`config.mk`:
```
export PLATFORM = sky130hd
export DESIGN_NAME = regfile_operand_fetch
export DESIGN_NICKNAME = d
export VERILOG_FILES = /design/src/rtl/regfile_pkg.sv /design/src/rtl/regfile_scoreboard.sv /design/src/rtl/regfile_operand_fetch.sv
export SDC_FILE = /design/constraint.sdc
export NUM_CORES = 1
export LEC_CHECK = 0
export ABC_CLOCK_PERIOD_IN_PS = 8900
export CAP_MARGIN = 15
export CORE_AREA = 2 2 118 131
export DETAILED_ROUTE_END_ITERATION = 6
export DIE_AREA = 0 0 120 133
export PLACE_DENSITY = 0.82
export SLEW_MARGIN = 10
export SYNTH_ARGS = -nofsm -noshare
export SYNTH_HDL_FRONTEND = slang
export SYNTH_HIERARCHICAL = 1
export SYNTH_SLANG_ARGS = --single-unit
```
`constraint.sdc`:
```
create_clock -name clk -period 8.9 [get_ports clk]
set_input_delay 1.78 -clock clk [delete_from_list [all_inputs] [get_ports clk]]
set_output_delay 1.78 -clock clk [all_outputs]
set_load 0.005 [all_outputs]
```
`src/rtl/regfile_pkg.sv`:
```
// Shared types and helpers for the register-file operand fetch block.
package regfile_pkg;

  localparam int NREG = 32;
  localparam int AW   = $clog2(NREG);
  localparam int DW   = 32;

  typedef logic [AW-1:0] reg_addr_t;
  typedef logic [DW-1:0] reg_data_t;

  localparam reg_addr_t ZERO_REG = '0;

  // Operand source priority: x0 is hardwired zero, then same-cycle writeback, then the file.
  function automatic reg_data_t sel_operand(
    input reg_addr_t rs,
    input logic      wb_valid,
    input reg_addr_t wb_rd,
    input reg_data_t wb_data,
    input reg_data_t rf_rd
  );
    if (rs == ZERO_REG)                  return '0;
    else if (wb_valid && (wb_rd == rs))  return wb_data;
    else                                 return rf_rd;
  endfunction

endpackage

```
`src/rtl/regfile_scoreboard.sv`:
```
// Pending-destination scoreboard: busy vector, effective-busy lookups and sticky writeback error.
module regfile_scoreboard
  import regfile_pkg::*;
(
  input  logic            clk,
  input  logic            rst,
  input  logic            wb_valid_i,
  input  reg_addr_t       wb_rd_i,
  input  logic            set_en_i,
  input  reg_addr_t       set_rd_i,
  input  reg_addr_t       rs1_i,
  input  reg_addr_t       rs2_i,
  input  reg_addr_t       rd_i,
  output logic            eb_rs1_o,
  output logic            eb_rs2_o,
  output logic            eb_rd_o,
  output logic [NREG-1:0] busy_o,
  output logic            wb_err_o
);

  logic [NREG-1:0] busy_q, busy_d;
  logic [NREG-1:0] wb_clr;
  logic [NREG-1:0] eb;
  logic            wb_err_q, wb_err_d;

  // Effective busy: a register being written back this cycle no longer blocks issue.
  always_comb begin
    wb_clr = '0;
    if (wb_valid_i) wb_clr[wb_rd_i] = 1'b1;
    eb       = busy_q & ~wb_clr;
    eb_rs1_o = eb[rs1_i];
    eb_rs2_o = eb[rs2_i];
    eb_rd_o  = eb[rd_i];
  end

  // Next state: clear on writeback first, then a new destination set overrides it.
  always_comb begin
    busy_d = busy_q & ~wb_clr;
    if (set_en_i && (set_rd_i != ZERO_REG)) busy_d[set_rd_i] = 1'b1;
    busy_d[0] = 1'b0;
    wb_err_d  = wb_err_q |
                (wb_valid_i && (wb_rd_i != ZERO_REG) && !busy_q[wb_rd_i]);
  end

  // State register; reset drops every pending entry and the error flag.
  always_ff @(posedge clk or negedge rst) begin
    if (!rst) begin
      busy_q   <= '0;
      wb_err_q <= 1'b0;
    end else begin
      busy_q   <= busy_d;
      wb_err_q <= wb_err_d;
    end
  end

  assign busy_o   = busy_q;
  assign wb_err_o = wb_err_q;

endmodule

```
`src/rtl/regfile_operand_fetch.sv`:
```
// Operand fetch: hazard-checked issue, writeback bypass and a registered operand bundle.
module regfile_operand_fetch
  import regfile_pkg::*;
(
  input  logic            clk,
  input  logic            rst,
  input  logic            iss_valid,
  output logic            iss_ready,
  input  reg_addr_t       iss_rs1,
  input  reg_addr_t       iss_rs2,
  input  reg_addr_t       iss_rd,
  input  logic            iss_rd_en,
  input  logic            wb_valid,
  input  reg_addr_t       wb_rd,
  input  reg_data_t       wb_data,
  output logic            op_valid,
  input  logic            op_ready,
  output reg_data_t       op_a,
  output reg_data_t       op_b,
  output reg_addr_t       op_rd,
  output logic            op_rd_en,
  output reg_addr_t       rf_a1,
  output reg_addr_t       rf_a2,
  input  reg_data_t       rf_rd1,
  input  reg_data_t       rf_rd2,
  output reg_addr_t       rf_a3,
  output reg_data_t       rf_wd3,
  output logic            rf_we3,
  output logic [NREG-1:0] busy_mask,
  output logic            wb_err
);

  logic      eb_rs1, eb_rs2, eb_rd;
  logic      hazard, slot_free, accept;
  logic      op_valid_q, op_valid_d;
  reg_data_t op_a_q, op_a_d, op_b_q, op_b_d;
  reg_addr_t op_rd_q, op_rd_d;
  logic      op_rd_en_q, op_rd_en_d;

  // Register file ports are pure pass-throughs; x0 writes are suppressed.
  assign rf_a1  = iss_rs1;
  assign rf_a2  = iss_rs2;
  assign rf_a3  = wb_rd;
  assign rf_wd3 = wb_data;
  assign rf_we3 = wb_valid && (wb_rd != ZERO_REG);

  regfile_scoreboard u_sb (
    .clk        (clk),
    .rst        (rst),
    .wb_valid_i (wb_valid),
    .wb_rd_i    (wb_rd),
    .set_en_i   (accept && iss_rd_en),
    .set_rd_i   (iss_rd),
    .rs1_i      (iss_rs1),
    .rs2_i      (iss_rs2),
    .rd_i       (iss_rd),
    .eb_rs1_o   (eb_rs1),
    .eb_rs2_o   (eb_rs2),
    .eb_rd_o    (eb_rd),
    .busy_o     (busy_mask),
    .wb_err_o   (wb_err)
  );

  // Handshake: ready is independent of iss_valid so decode can rely on it combinationally.
  always_comb begin
    hazard    = eb_rs1 || eb_rs2 || (iss_rd_en && eb_rd);
    slot_free = !op_valid_q || op_ready;
    iss_ready = slot_free && !hazard;
    accept    = iss_valid && iss_ready;
  end

  // Output bundle next state: load on accept, hold while stalled, empty on consume.
  always_comb begin
    op_valid_d = op_valid_q;
    op_a_d     = op_a_q;
    op_b_d     = op_b_q;
    op_rd_d    = op_rd_q;
    op_rd_en_d = op_rd_en_q;
    if (accept) begin
      op_valid_d = 1'b1;
      op_a_d     = sel_operand(iss_rs1, wb_valid, wb_rd, wb_data, rf_rd1);
      op_b_d     = sel_operand(iss_rs2, wb_valid, wb_rd, wb_data, rf_rd2);
      op_rd_d    = iss_rd;
      op_rd_en_d = iss_rd_en;
    end else if (op_ready) begin
      op_valid_d = 1'b0;
    end
  end

  // Output register; reset discards any bundle in flight.
  always_ff @(posedge clk or negedge rst) begin
    if (!rst) begin
      op_valid_q <= 1'b0;
      op_a_q     <= '0;
      op_b_q     <= '0;
      op_rd_q    <= '0;
      op_rd_en_q <= 1'b0;
    end else begin
      op_valid_q <= op_valid_d;
      op_a_q     <= op_a_d;
      op_b_q     <= op_b_d;
      op_rd_q    <= op_rd_d;
      op_rd_en_q <= op_rd_en_d;
    end
  end

  assign op_valid = op_valid_q;
  assign op_a     = op_a_q;
  assign op_b     = op_b_q;
  assign op_rd    = op_rd_q;
  assign op_rd_en = op_rd_en_q;

endmodule

```
; Yosys cells after proc, flatten, opt, wreduce, memory -nomap -nowiden
; Cells that the tools add are included.
[classes]
n_lt_le_gt_ge = 6
n_eq_ne = 2
muxes = 20
bitwise = 4
n_reduce_logical = 22
[op_table]
columns = operator, count
row1 = 2-to-1 mux 32 bit, 6
row2 = AND 32 bit, 1
row3 = inverter 32 bit, 1
row4 = bitwise OR 32 bit, 1
row5 = less-than comparator 5 x 6 -> 1 bit (second input constant), 4
row6 = binary-select mux 1 bit (select 5 bit), 4
row7 = logical AND 1 bit, 11
row8 = demux 1 bit (select 5 bit), 2
row9 = equality test 5 bit, 2
row10 = greater-or-equal comparator 5 x 1 -> 1 bit (second input constant), 2
row11 = logical NOT 5 bit, 2
row12 = nonzero test 5 bit, 2
row13 = 2-to-1 mux 1 bit, 8
row14 = logical NOT 1 bit, 3
row15 = logical OR 1 bit, 3
row16 = nonzero test 2 bit, 1
row17 = bitwise OR 1 bit, 1
[totals]
register_bits = 103
input_bits = 122
word_cells = 61

; Logic depth before layout (Yosys ltp)
[logic_depth]
depth_word = 17
ltp_mapped = 13
ltp_nobuf = 9

; Hierarchy
; Netlist, hierarchy kept.
[modules_own_cells]
columns = mod, instances, cells_each, area_per_inst_um2
row1 = regfile_operand_fetch, 1, 362, 3754.9
row2 = regfile_scoreboard, 1, 326, 2984.1

; Worst setup path after synthesis
; OpenSTA, ideal clock, no wires.
[synth_path]
path_kind = input port to output port
start = input port wb_rd[4]
end = output port iss_ready
arrival_ns = 3.585
required_time_ns = 7.120
path_slack_ns = 3.535
stages = 7
cell_sequence = buf_6 > or4b_4 > o311a_1 > a311o_1 > nand4_1 > a32oi_1 > a2111oi_4
[synth_between]
elab_chain_cells = 13
[synth_lines]
columns = item, line
row1 = "start, declared", regfile_operand_fetch.sv:14  ; input reg_addr_t wb_rd,
row2 = less-than comparator 5 x 6 -> 1 bit (implied by the code) / greater-or-equal comparator 5 x 1 -> 1 bit (equally long branches), regfile_scoreboard.sv:29  ; if (wb_valid_i) wb_clr[wb_rd_i] = 1'b1;
row3 = logical AND 1 bit (implied by the code), regfile_scoreboard.sv:29
row4 = 2-to-1 mux 1 bit (implied by the code), regfile_scoreboard.sv:29
row5 = demux 1 bit (select 5 bit) (*), -
row6 = 2-to-1 mux 32 bit (*), regfile_scoreboard.sv:29
row7 = inverter 32 bit (*), regfile_scoreboard.sv:30  ; eb = busy_q & ~wb_clr;
row8 = AND 32 bit (*), regfile_scoreboard.sv:30
row9 = binary-select mux 1 bit (select 5 bit) (*), regfile_scoreboard.sv:33  ; eb_rd_o = eb[rd_i];
row10 = 2-to-1 mux 1 bit (implied by the code) (*), regfile_scoreboard.sv:33
row11 = named net eb_rd, regfile_operand_fetch.sv:33  ; logic eb_rs1, eb_rs2, eb_rd;
row12 = logical AND 1 bit (*), regfile_operand_fetch.sv:66  ; hazard = eb_rs1 || eb_rs2 || (iss_rd_en && eb_rd);
row13 = logical OR 1 bit (*), regfile_operand_fetch.sv:66
row14 = logical NOT 1 bit (*), regfile_operand_fetch.sv:68  ; iss_ready = slot_free && !hazard;
row15 = logical AND 1 bit (*), regfile_operand_fetch.sv:68
row16 = "end, declared", regfile_operand_fetch.sv:8  ; output logic iss_ready,
; The timed path passes the listed nets; every way through them passes the cells marked *. The select of a mux whose other input is x is not followed.

; Worst setup path in the final report
[layout_path]
start = input port wb_rd[2]
end = output port iss_ready
; The elaborated chain is that of the path after synthesis.

==> results.yml <==
drt:
  vias: 6468
  wire_per_inst_um: 22.6
  first_iter_violations: 617
  vias_per_cell: 5.97
  final_antenna_net_count: 0
  finalWirelength_um: 24500
  first_pass_iters: 5
  drc: 0
final_layout:
  fillers: 1204
  drive_gt1_frac: 0.0800
  syn_to_final_growth_pct: 40.1
  final_net_count: 1006
logic_synthesis:
  netlist_area_mm2: 0.00674
  syn_inst: 688
  synth_cell_types: 68
  syn-mean-instance-area_um2: 9.80
  synth_compound_area_frac: 0.189
  yosysSeqAreaShare: 0.382
  synth_top_family_by_area: "multiplexers"
  synthSimpleGateAreaFrac: 0.107
  async_reset_ff_frac: 1.00
  ys.warnings.count: 6
  ys_seq_elements: 103
  synthMuxAreaShare: 0.192
  synth-adder-area-share: 0
  synth.net_count: 810
  synth_xor_xnor_area_share: 0.0247
  synthFlopType: "dfrtp_1"
  synth_edf_count: 0
clocking:
  tritoncts: "yes"
  post-cts-setup-buffer-count: 0
  clkTransAtPathRegs_ps: 60
  cts-root-buf: "clkbuf_16"
  ctsResizeCount: 0
  hold_buffers: 0
  h-tree-depth: 3
  cts_sinks: 103
  clockBufferDepth: 2
  clkLatencyLatePin_ps: 350
  cts_buffers: 9
power:
  power_frac_seq: 0.395
  switching_share: 0.294
  power_frac_comb: 0.348
  ir_drop_mv: 0.133
  power_switching_uw: 483
  p_leak_nw: 3.63
  powerDensity_mw_per_mm2: 174
  p_int_mw: 1.16
  p_clk_frac: 0.258
worst_setup_path:
  crit_required_ps: 7120
  crit_fanout: 17
  critPathCaptureType: "output pin"
  cp_data_arrival_time_ps: 5430
  critical_path_class: "input port to output pin"
  critPathLaunchType: "input port"
grt:
  overflow: 0
  grt_pass1_vias: 6217
  grt_pass1_wl_um: 37100
  grt_max_degree: 55
  antenna_found_initial: 2
  track_usage: 0.303
sta:
  setup_viol: 0
  fmax_ghz: 0.139
  rsz0062_at_grt: "no"
  fin_worst_skew_ps: 14.7
  fin_hold_ws_ps: 476
  tns_ps: 0
  fin_crit_sh: 0.810
  slew_headroom: 0.248
  layout_min_cycle_time_ps: 7210
  slew_viol_final: 0
  worstMarginPinSlew_ps: 1130
  hold_viol: 0
die:
  rows: 47
  io_pins: 275
  die_area_mm2: 0.0160
  die_w_um: 120
  start_util: 0.457
  fp.dieH_um: 133
  core_area_mm2: 0.0148
placement:
  portBuffers: 273
  routabilityCongestion: 0.938
  dp_hpwl_um: 18100
job:
  maxCapViolCount: 0
status:
  outcome: "complete, no violations"
hold_path:
  hp-class: "register to register"
[power groups by stage]
stage / clock network (mW) / logic, mW / registers, mW
floorplan: 0 / 0.198 / 0.651
CTS: 0.433 / 0.572 / 0.648
global placement: 0 / 0.563 / 0.652
global route: 0.452 / 0.615 / 0.661
detailed placement: 0 / 0.568 / 0.656
finish: 0.424 / 0.571 / 0.648
[routing by layer]
layer	wire [µm]	part of all wire	track usage	up-vias
li1	-	-	-	2896
met1	9940	0.41	0.402	3178
met2	11600	0.47	0.482	351
met3	2420	0.099	0.0884	41
met4	552	0.023	0.0902	2
met5	15	0.00061	0	-
[path summary, 6_finish.rpt]
check,startpoint,end,slack (ps),cells past startpoint
worst max-delay path,wb_rd[2],iss_ready,1690,8
worst min-delay path,op_b[11]$_DFFE_PN0P_,op_b[11]$_DFFE_PN0P_,480,2
worst max register to register,u_sb/busy_o[24]$_DFF_PN0_,op_a[15]$_DFFE_PN0P_,5300,10
worst min register to register,op_b[11]$_DFFE_PN0P_,op_b[11]$_DFFE_PN0P_,480,2
max in group asynchronous,rst,op_a[28]$_DFFE_PN0P_,6330,2
min in group asynchronous,rst,u_sb/busy_o[24]$_DFF_PN0_,1450,1
[cell families after synthesis]
| kind of cell | count (synthesis) |
|---|---|
| XOR/XNOR | 16 |
| flip-flops | 103 |
| AO/OA/AOI/OAI | 203 |
| AND/OR/NAND/NOR | 143 |
| buffers and inverters | 108 |
| other | 1 |
| multiplexers | 114 |
[synth_stat cells, types with 3 or more instances]
library cell,number,area share
o211ai_1,10,0.011
xnor2_1,3,0.0039
nand4b_1,3,0.0039
a21oi_1,5,0.0037
o2111ai_1,4,0.0052
buf_4,56,0.062
nand3_1,3,0.0022
clkbuf_2,6,0.0045
o21ai_0,121,0.090
clkbuf_1,16,0.0089
nand2_1,77,0.043
nand3b_1,5,0.0056
a31oi_1,3,0.0028
mux2_2,24,0.040
a32oi_1,3,0.0039
buf_6,9,0.015
nor3_1,10,0.0074
nand2b_1,6,0.0056
or4_1,3,0.0033
inv_1,11,0.0061
a22oi_1,3,0.0033
buf_2,9,0.0067
mux2i_1,80,0.12
nand4_1,4,0.0037
o21ai_1,6,0.0045
dfrtp_1,103,0.38
o31ai_1,3,0.0033
xor2_1,11,0.014
and3_1,5,0.0046
nor2_1,11,0.0061
mux4_2,10,0.033
o311a_1,3,0.0045
o311ai_0,20,0.026
[metrics by stage]
step,utilization,power [mW],area [µm²],setup WS [ps],cells
floorplan,-,0.849,6740,3540,688
detailed placement,0.618,1.22,9120,1840,1069
finish,0.640,1.64,9440,1690,1084
global placement,0.618,1.22,9120,1850,1069
CTS,0.640,1.65,9440,1820,1083
global route,0.640,1.73,9440,1500,1083
[area by class of cell]
cell class                 instances  area (µm²)  area share
multi-input combinational        477        3460       0.367
timing repair buffer             282        2800       0.296
sequential                       103        2580       0.273
tap                              196         245      0.0260
clock buffer                      10         239      0.0253
clock inverter                     4        77.6     0.00822
inverter                          11        41.3     0.00437
antenna                            1        2.50    0.000265
[cells in the final DEF (no fill, tap or decap), drive strengths merged, types with 10 or more instances in the layout]
cell and count:
xor2 13, dfrtp 103, clkdlybuf4s50 272, buf 10, nand2 78, mux2i 80
mux4 10, o311ai 20, mux2 24, o211ai 10, nor3 10, inv 13
o21ai 127, clkbuf 10, nor2 11
[flip-flops by register name, summed over array words and instances, names as in the netlist]
signal / flops
op_valid: 1
op_a: 32
op_b: 32
u_sb/busy_o: 31
u_sb/wb_err_o: 1
op_rd: 5
op_rd_en: 1
[critical path, stage by stage]
cell             delay, ps
clkdlybuf4s50_1        840
nand4b_1               560
o311ai_0               500
o311ai_0               240
a31oi_1                240
a32oi_1                160
a2111oi_4              480
clkdlybuf4s50_1        610
(Power assumes the default switching activity.)
